[src/rtl/bitmap_assembler_if.sv]
// bitmap_assembler_if -- handshake bundle for bitmap_assembler.
//
// Parameter N is the bitmap width, a power of two from 2 to 32.
// The index width IW is clog2(N). The count width CW is IW+1, so the
// count can reach N.
//
// Signals:
//   in_valid   : an index and its last flag are presented
//   in_ready   : the assembler accepts an index this cycle
//   in_index   : bit position to set in the current frame (IW bits)
//   in_last    : this index closes the frame
//   out_valid  : a completed frame is presented
//   out_ready  : downstream accepts the frame
//   out_bitmap : OR of one-hot(in_index) over the frame (N bits)
//   out_count  : number of distinct bits set in out_bitmap (CW bits)
//   out_dup    : at least one index in the frame was already set
//
// Modports:
//   slave  : the assembler's view
//   master : the producer/consumer view
interface bitmap_assembler_if #(
    parameter int N = 32
);
    localparam int IW = $clog2(N);
    localparam int CW = IW + 1;

    logic          in_valid;
    logic          in_ready;
    logic [IW-1:0] in_index;
    logic          in_last;
    logic          out_valid;
    logic          out_ready;
    logic [N-1:0]  out_bitmap;
    logic [CW-1:0] out_count;
    logic          out_dup;

    modport slave (
        input  in_valid, in_index, in_last, out_ready,
        output in_ready, out_valid, out_bitmap, out_count, out_dup
    );

    modport master (
        output in_valid, in_index, in_last, out_ready,
        input  in_ready, out_valid, out_bitmap, out_count, out_dup
    );
endinterface

[src/rtl/bitmap_assembler.sv]
// bitmap_assembler -- collects a frame of bit indices into an N-bit bitmap.
//
// Each accepted index sets one bit of the accumulator. The frame's
// distinct-bit count and a sticky duplicate flag are kept alongside the
// bitmap. The index that carries in_last closes the frame. The block then
// holds the result on the output side until downstream takes it. The
// accumulator clears on that same edge.
//
// Ports:
//   clk : clock; all state updates on its rising edge
//   rst : synchronous, active-high reset
//   bus : bitmap_assembler_if.slave (in_* index stream, out_* frame result)
module bitmap_assembler #(
    parameter int N = 32
) (
    input  logic                 clk,
    input  logic                 rst,
    bitmap_assembler_if.slave    bus
);
    localparam int IW = $clog2(N);
    localparam int CW = IW + 1;

    typedef enum logic {
        ACCUM = 1'b0,
        HOLD  = 1'b1
    } state_t;

    state_t        state_q, state_d;
    logic [N-1:0]  acc_bitmap_q, acc_bitmap_d;
    logic [CW-1:0] acc_count_q, acc_count_d;
    logic          acc_dup_q, acc_dup_d;

    always_ff @(posedge clk) begin
        if (rst) begin
            state_q      <= ACCUM;
            acc_bitmap_q <= '0;
            acc_count_q  <= '0;
            acc_dup_q    <= 1'b0;
        end else begin
            state_q      <= state_d;
            acc_bitmap_q <= acc_bitmap_d;
            acc_count_q  <= acc_count_d;
            acc_dup_q    <= acc_dup_d;
        end
    end

    always_comb begin
        state_d      = state_q;
        acc_bitmap_d = acc_bitmap_q;
        acc_count_d  = acc_count_q;
        acc_dup_d    = acc_dup_q;
        case (state_q)
            ACCUM: begin
                if (bus.in_valid) begin
                    acc_bitmap_d[bus.in_index] = 1'b1;
                    // The pre-edge bitmap decides whether this index is new.
                    // Count only grows on a new bit, so it cannot pass N.
                    if (acc_bitmap_q[bus.in_index]) begin
                        acc_dup_d = 1'b1;
                    end else begin
                        acc_count_d = acc_count_q + CW'(1);
                    end
                    if (bus.in_last) begin
                        state_d = HOLD;
                    end
                end
            end
            HOLD: begin
                // Clear on the handshake edge so the next frame starts empty.
                if (bus.out_ready) begin
                    state_d      = ACCUM;
                    acc_bitmap_d = '0;
                    acc_count_d  = '0;
                    acc_dup_d    = 1'b0;
                end
            end
            default: begin
                state_d = ACCUM;
            end
        endcase
    end

    // Both handshake flags are forced low during reset.
    // in_ready does not depend on out_ready.
    assign bus.in_ready   = (state_q == ACCUM) && !rst;
    assign bus.out_valid  = (state_q == HOLD) && !rst;
    assign bus.out_bitmap = acc_bitmap_q;
    assign bus.out_count  = acc_count_q;
    assign bus.out_dup    = acc_dup_q;
endmodule

[src/flat_wrapper.sv]
// flat-port wrapper written by rule: the top's interface ports become plain ports
module bitmap_assembler_flat 
#(
    parameter int N = 32
)
  (clk, rst, bus_in_valid, bus_in_index, bus_in_last, bus_out_ready, bus_in_ready, bus_out_valid, bus_out_bitmap, bus_out_count, bus_out_dup);
  bitmap_assembler_if #(.N(N)) bus_i ();
  input  logic clk;
  input  logic rst;
  input wire logic [$bits(bus_i.in_valid)-1:0] bus_in_valid;
  input wire logic [$bits(bus_i.in_index)-1:0] bus_in_index;
  input wire logic [$bits(bus_i.in_last)-1:0] bus_in_last;
  input wire logic [$bits(bus_i.out_ready)-1:0] bus_out_ready;
  output wire logic [$bits(bus_i.in_ready)-1:0] bus_in_ready;
  output wire logic [$bits(bus_i.out_valid)-1:0] bus_out_valid;
  output wire logic [$bits(bus_i.out_bitmap)-1:0] bus_out_bitmap;
  output wire logic [$bits(bus_i.out_count)-1:0] bus_out_count;
  output wire logic [$bits(bus_i.out_dup)-1:0] bus_out_dup;
  assign bus_i.in_valid = bus_in_valid;
  assign bus_i.in_index = bus_in_index;
  assign bus_i.in_last = bus_in_last;
  assign bus_i.out_ready = bus_out_ready;
  assign bus_in_ready = bus_i.in_ready;
  assign bus_out_valid = bus_i.out_valid;
  assign bus_out_bitmap = bus_i.out_bitmap;
  assign bus_out_count = bus_i.out_count;
  assign bus_out_dup = bus_i.out_dup;
  bitmap_assembler #(.N(N)) u_core (.clk(clk), .rst(rst), .bus(bus_i));
endmodule
[config.mk]
export PLATFORM = sky130hd
export DESIGN_NAME = bitmap_assembler_flat
export DESIGN_NICKNAME = d
export VERILOG_FILES = /design/src/rtl/bitmap_assembler_if.sv /design/src/rtl/bitmap_assembler.sv /design/src/flat_wrapper.sv
export SDC_FILE = /design/constraint.sdc
export NUM_CORES = 1
export LEC_CHECK = 0
export ABC_CLOCK_PERIOD_IN_PS = 6620
export CORE_MARGIN = 1.5
export CORE_UTILIZATION = 45
export CTS_BUF_LIST = sky130_fd_sc_hd__clkbuf_16
export CTS_CLUSTER_DIAMETER = 200
export DETAILED_ROUTE_END_ITERATION = 8
export GPL_ROUTABILITY_DRIVEN = 0
export PLACE_DENSITY = 0.76
export SYNTH_ARGS = -nofsm -noshare
export SYNTH_HDL_FRONTEND = slang
export SYNTH_SLANG_ARGS = --single-unit
[constraint.sdc]
create_clock -name clk -period 6.62 [get_ports clk]
set_input_delay 0.993 -clock clk [delete_from_list [all_inputs] [get_ports clk]]
set_output_delay 0.993 -clock clk [all_outputs]
set_load 0.02 [all_outputs]
==> reports/qor.txt <==
============================================================================================
Post-CTS Setup Bufs                                                                        0
Detailed-route wire length per cell                                                 15.14 um
Type of the setup path with the least slack                                     primary input to flop
Post-detailed-route DRC marker count                                                       0
Critical path data required time                                                     6.79 ns
Biggest area consumer among synthesized cells                                   sky130_fd_sc_hd__dfxtp_1
Clock tree from TritonCTS                                                               done
Area of the die                                                                 0.004419 sq mm
Placeable core area                                                             0.003771 sq mm
Achievable clock frequency                                                        0.2407 GHz
Vertical die dimension                                                              66.48 um
Root Buffer                                                                     sky130_fd_sc_hd__clkbuf_16
Fraction of synthesized cell area in xor and xnor cells                                   0%
Hold Buf Count CTS                                                                         0
Cell area power density                                                         216.2 mW/mm^2
Ys async rst share                                                                        0%
Area fraction of the dominant cell type after synthesis                               44.17%
Nature of the critical path startpoint                                          primary input
Slew Limit Headroom                                                                   22.84%
Fraction of power consumed by combinational cells                                      10.9%
Overall via count from detail_route                                                     1669
Pin count of the biggest net entering global routing                                      36
Synth Area in Adders                                                                 0.6901%
Longest Clk Path Bufs                                                                      2
Post-route clock skew                                                            0.003383 ns
GRT Overall Usage                                                                     21.23%
Clk sink count                                                                            40
Skew-Pair Late Insertion Delay                                                       0.28 ns
Fin nets                                                                                 263
Number of nets with antenna violations after routing                                       0
Layout fillers                                                                           344
Instance count of the mapped netlist                                                     206
Number of antenna violations at the first check in global routing                          0
Min-Delay Path Class                                                            flop to flop
Max rail drop VDD                                                                0.0001806 V
H-tree Lvls                                                                                2
Wire length reported by the detailed router                                          4543 um
Slowest CP cell                                                                 sky130_fd_sc_hd__clkdlybuf4s50_1
Complex-gate fraction of the synthesized area                                         15.73%
Number of inserted diodes                                                                  0
Fraction of final layout cells sized beyond drive strength 1                          7.143%
Leading cell types by count after synthesis                                     sky130_fd_sc_hd__dfxtp_1 (40), sky130_fd_sc_hd__nor2_1 (38), sky130_fd_sc_hd__a21oi_1 (34)
Synthesized Nets                                                                         217
Starting density of the core                                                          48.08%
Min cycle time layout                                                               4.155 ns
Final clock period utilization by the worst path                                      62.76%
Internal power                                                                     0.4036 mW
Multiplexer area fraction after synthesis                                             12.01%
Library cell with the highest instance count after synthesis                    sky130_fd_sc_hd__dfxtp_1
First-pass GRT wire length                                                           7003 um
Switching power total                                                              0.1279 mW
Main area contributors after synthesis                                          sky130_fd_sc_hd__dfxtp_1 (44%), sky130_fd_sc_hd__a21oi_1 (9.4%), sky130_fd_sc_hd__nor2_1 (7.9%)
Mean post-synth cell area                                                        8.801 sq um
Cell leakage power                                                                 0.9248 nW
Number of warning messages in the yosys log                                                0
Pin slew with the least headroom to its limit                                       1.149 ns
Share of the core filled with cells in the final layout                               65.20%
Synth Flop Type                                                                 sky130_fd_sc_hd__dfxtp_1
CP endpoint kind                                                                        flop
Total Negative Setup Slacks                                                             0 ns
Sequential share of power                                                              46.9%
Resized Gates After CTS                                                                    0
Clock edge transition at the registers on the reported setup and hold paths          0.05 ns
Number of buffers added on ports                                                          50
Die Span X                                                                          66.48 um
GRT Residual Overflow                                                                      0
Count of flip-flops with a built-in enable after synthesis                                 0
Maximum fanout encountered on the critical timing path                                    22
Result of the run                                                               finished, final reports clean
Register bit total from synthesis                                                         40
Total I/O pin count                                                                       51
Iteration-0 DRC count of the detailed router                                             127
Worst path cell trace                                                           clkdlybuf4s50_1 -> mux2_2 -> a221o_1 -> a222oi_1 -> nand3_2 -> a311o_1
Post-detailed-placement half-perimeter wirelength                                    3049 um
Area added between synthesis and finish                                               35.61%
Total count of hold-check failures in the final report                                     0
Cell variety after synth                                                                  40
First-pass iteration count of the detailed router                                          4
Inserted Clock Buffers                                                                     5
Via count of the first global-routing pass                                              1457
Largest family of logic cells by synthesized area                               simple AND/OR/NAND/NOR gates
Arrival time worst endpoint                                                          4.33 ns
Sw Ratio                                                                              24.07%
Via density per instance                                                               5.563
Final-report setup violation count                                                         0
Row cnt                                                                                   22
Basic-gate share of the synthesized area counting and, or, nand and nor cells         23.67%
Number of maximum-capacitance constraint violations                                        0
Area of the mapped netlist                                                      0.001813 sq mm
Seq/Total Area, Yosys                                                                 44.17%
Slowest stage delay, CP                                                              1.17 ns
Number of max-slew violations in the final report                                          0
Unrepaired setup endpoints after global routing                                        false
Proportion of power drawn by the clock network                                         42.2%
============================================================================================
flip-flops by register name, indices dropped and copies added, names as in the netlist:
name	cells
u_core.bus.out_bitmap	32
u_core.bus.out_count	6
u_core.bus.out_dup	1
u_core.state_q	1
per-layer routing:
layer	wire length, um	global-route usage, %	vias to the layer above
met5	0	0	-
met4	76	8.929	0
met3	210	5.574	9
met2	2037	32.00	48
met1	2218	28.60	772
li1	-	-	840
stage by stage:
| stage | setup slack (ns) | total power, mW | cells | hold slack (ns) | cell area [sq um] |
|---|---|---|---|---|---|
| after floorplan | 3.639 | 0.2899 | 206 | 0.5467 | 1813 |
| after global placement | 2.222 | 0.3116 | 293 | 0.4736 | 2325 |
| after detailed placement | 2.174 | 0.3120 | 293 | 0.4747 | 2325 |
| after CTS | 2.468 | 0.5334 | 300 | 0.4941 | 2459 |
| after global routing | 2.255 | 0.5519 | 300 | 0.5229 | 2459 |
| final | 2.465 | 0.5316 | 300 | 0.4939 | 2459 |
power by group through the flow:
stage / Combinational [mW] / Clock, mW / Sequential (mW)
final: 0.0580 / 0.224 / 0.249
after floorplan: 0.0326 / 0 / 0.257
after global placement: 0.0570 / 0 / 0.255
after detailed placement: 0.0575 / 0 / 0.255
after global routing: 0.0631 / 0.239 / 0.250
after CTS: 0.0577 / 0.226 / 0.249
final cells by class:
| class | instances | area [sq um] | area share (%) |
|---|---|---|---|
| multi-input combinational | 150 | 944.7 | 38.42 |
| tap | 48 | 60.06 | 2.443 |
| clock buffer | 5 | 125.1 | 5.089 |
| clock inverter | 2 | 8.758 | 0.3562 |
| sequential | 40 | 800.8 | 32.57 |
| timing repair buffer | 50 | 500.5 | 20.36 |
| inverter | 5 | 18.77 | 0.7634 |
cell families (layout without fill, tap and decap cells):
logic type	count (synthesis)	in the layout
fa+ha+maj	1	1
mux	19	19
flops	40	40
buf+inv	16	62
simple gates	82	82
compound gates	48	48
worst paths after layout:
path	startpoint	end	slack, ns	cells after the start
max	bus_in_index[0]	u_core.bus.out_count[2]	2.47	6
min	u_core.bus.out_bitmap[24]	u_core.bus.out_bitmap[24]	0.49	2
max reg2reg	u_core.bus.out_bitmap[16]	u_core.bus.out_count[2]	4.19	5
min reg2reg	u_core.bus.out_bitmap[24]	u_core.bus.out_bitmap[24]	0.49	2
worst max-delay path, delay by kind of cell:
kind	cells	cell delay (ns)
buf+inv	1	1.17
compound gates	3	1.52
mux	1	0.42
simple gates	1	0.21
placed cells by master (no fill, tap or decap), drive strengths merged, types with 2 or more instances in the layout:
master	netlist	final
clkdlybuf4s50	0	50
dfxtp	40	40
nor2	38	38
a21oi	34	34
mux2i	12	12
nand2	7	7
inv	5	6
mux2	6	6
nor3	5	5
nor3b	5	5
clkbuf	10	5
nor4	4	4
and4	3	3
and3	3	3
nor2b	2	2
a31oi	2	2
o22ai	2	2
a221o	2	2
or3	2	2
or4b	2	2
nand4	2	2
nor4b	2	2
nand3	2	2
(Power assumes the default switching activity.)
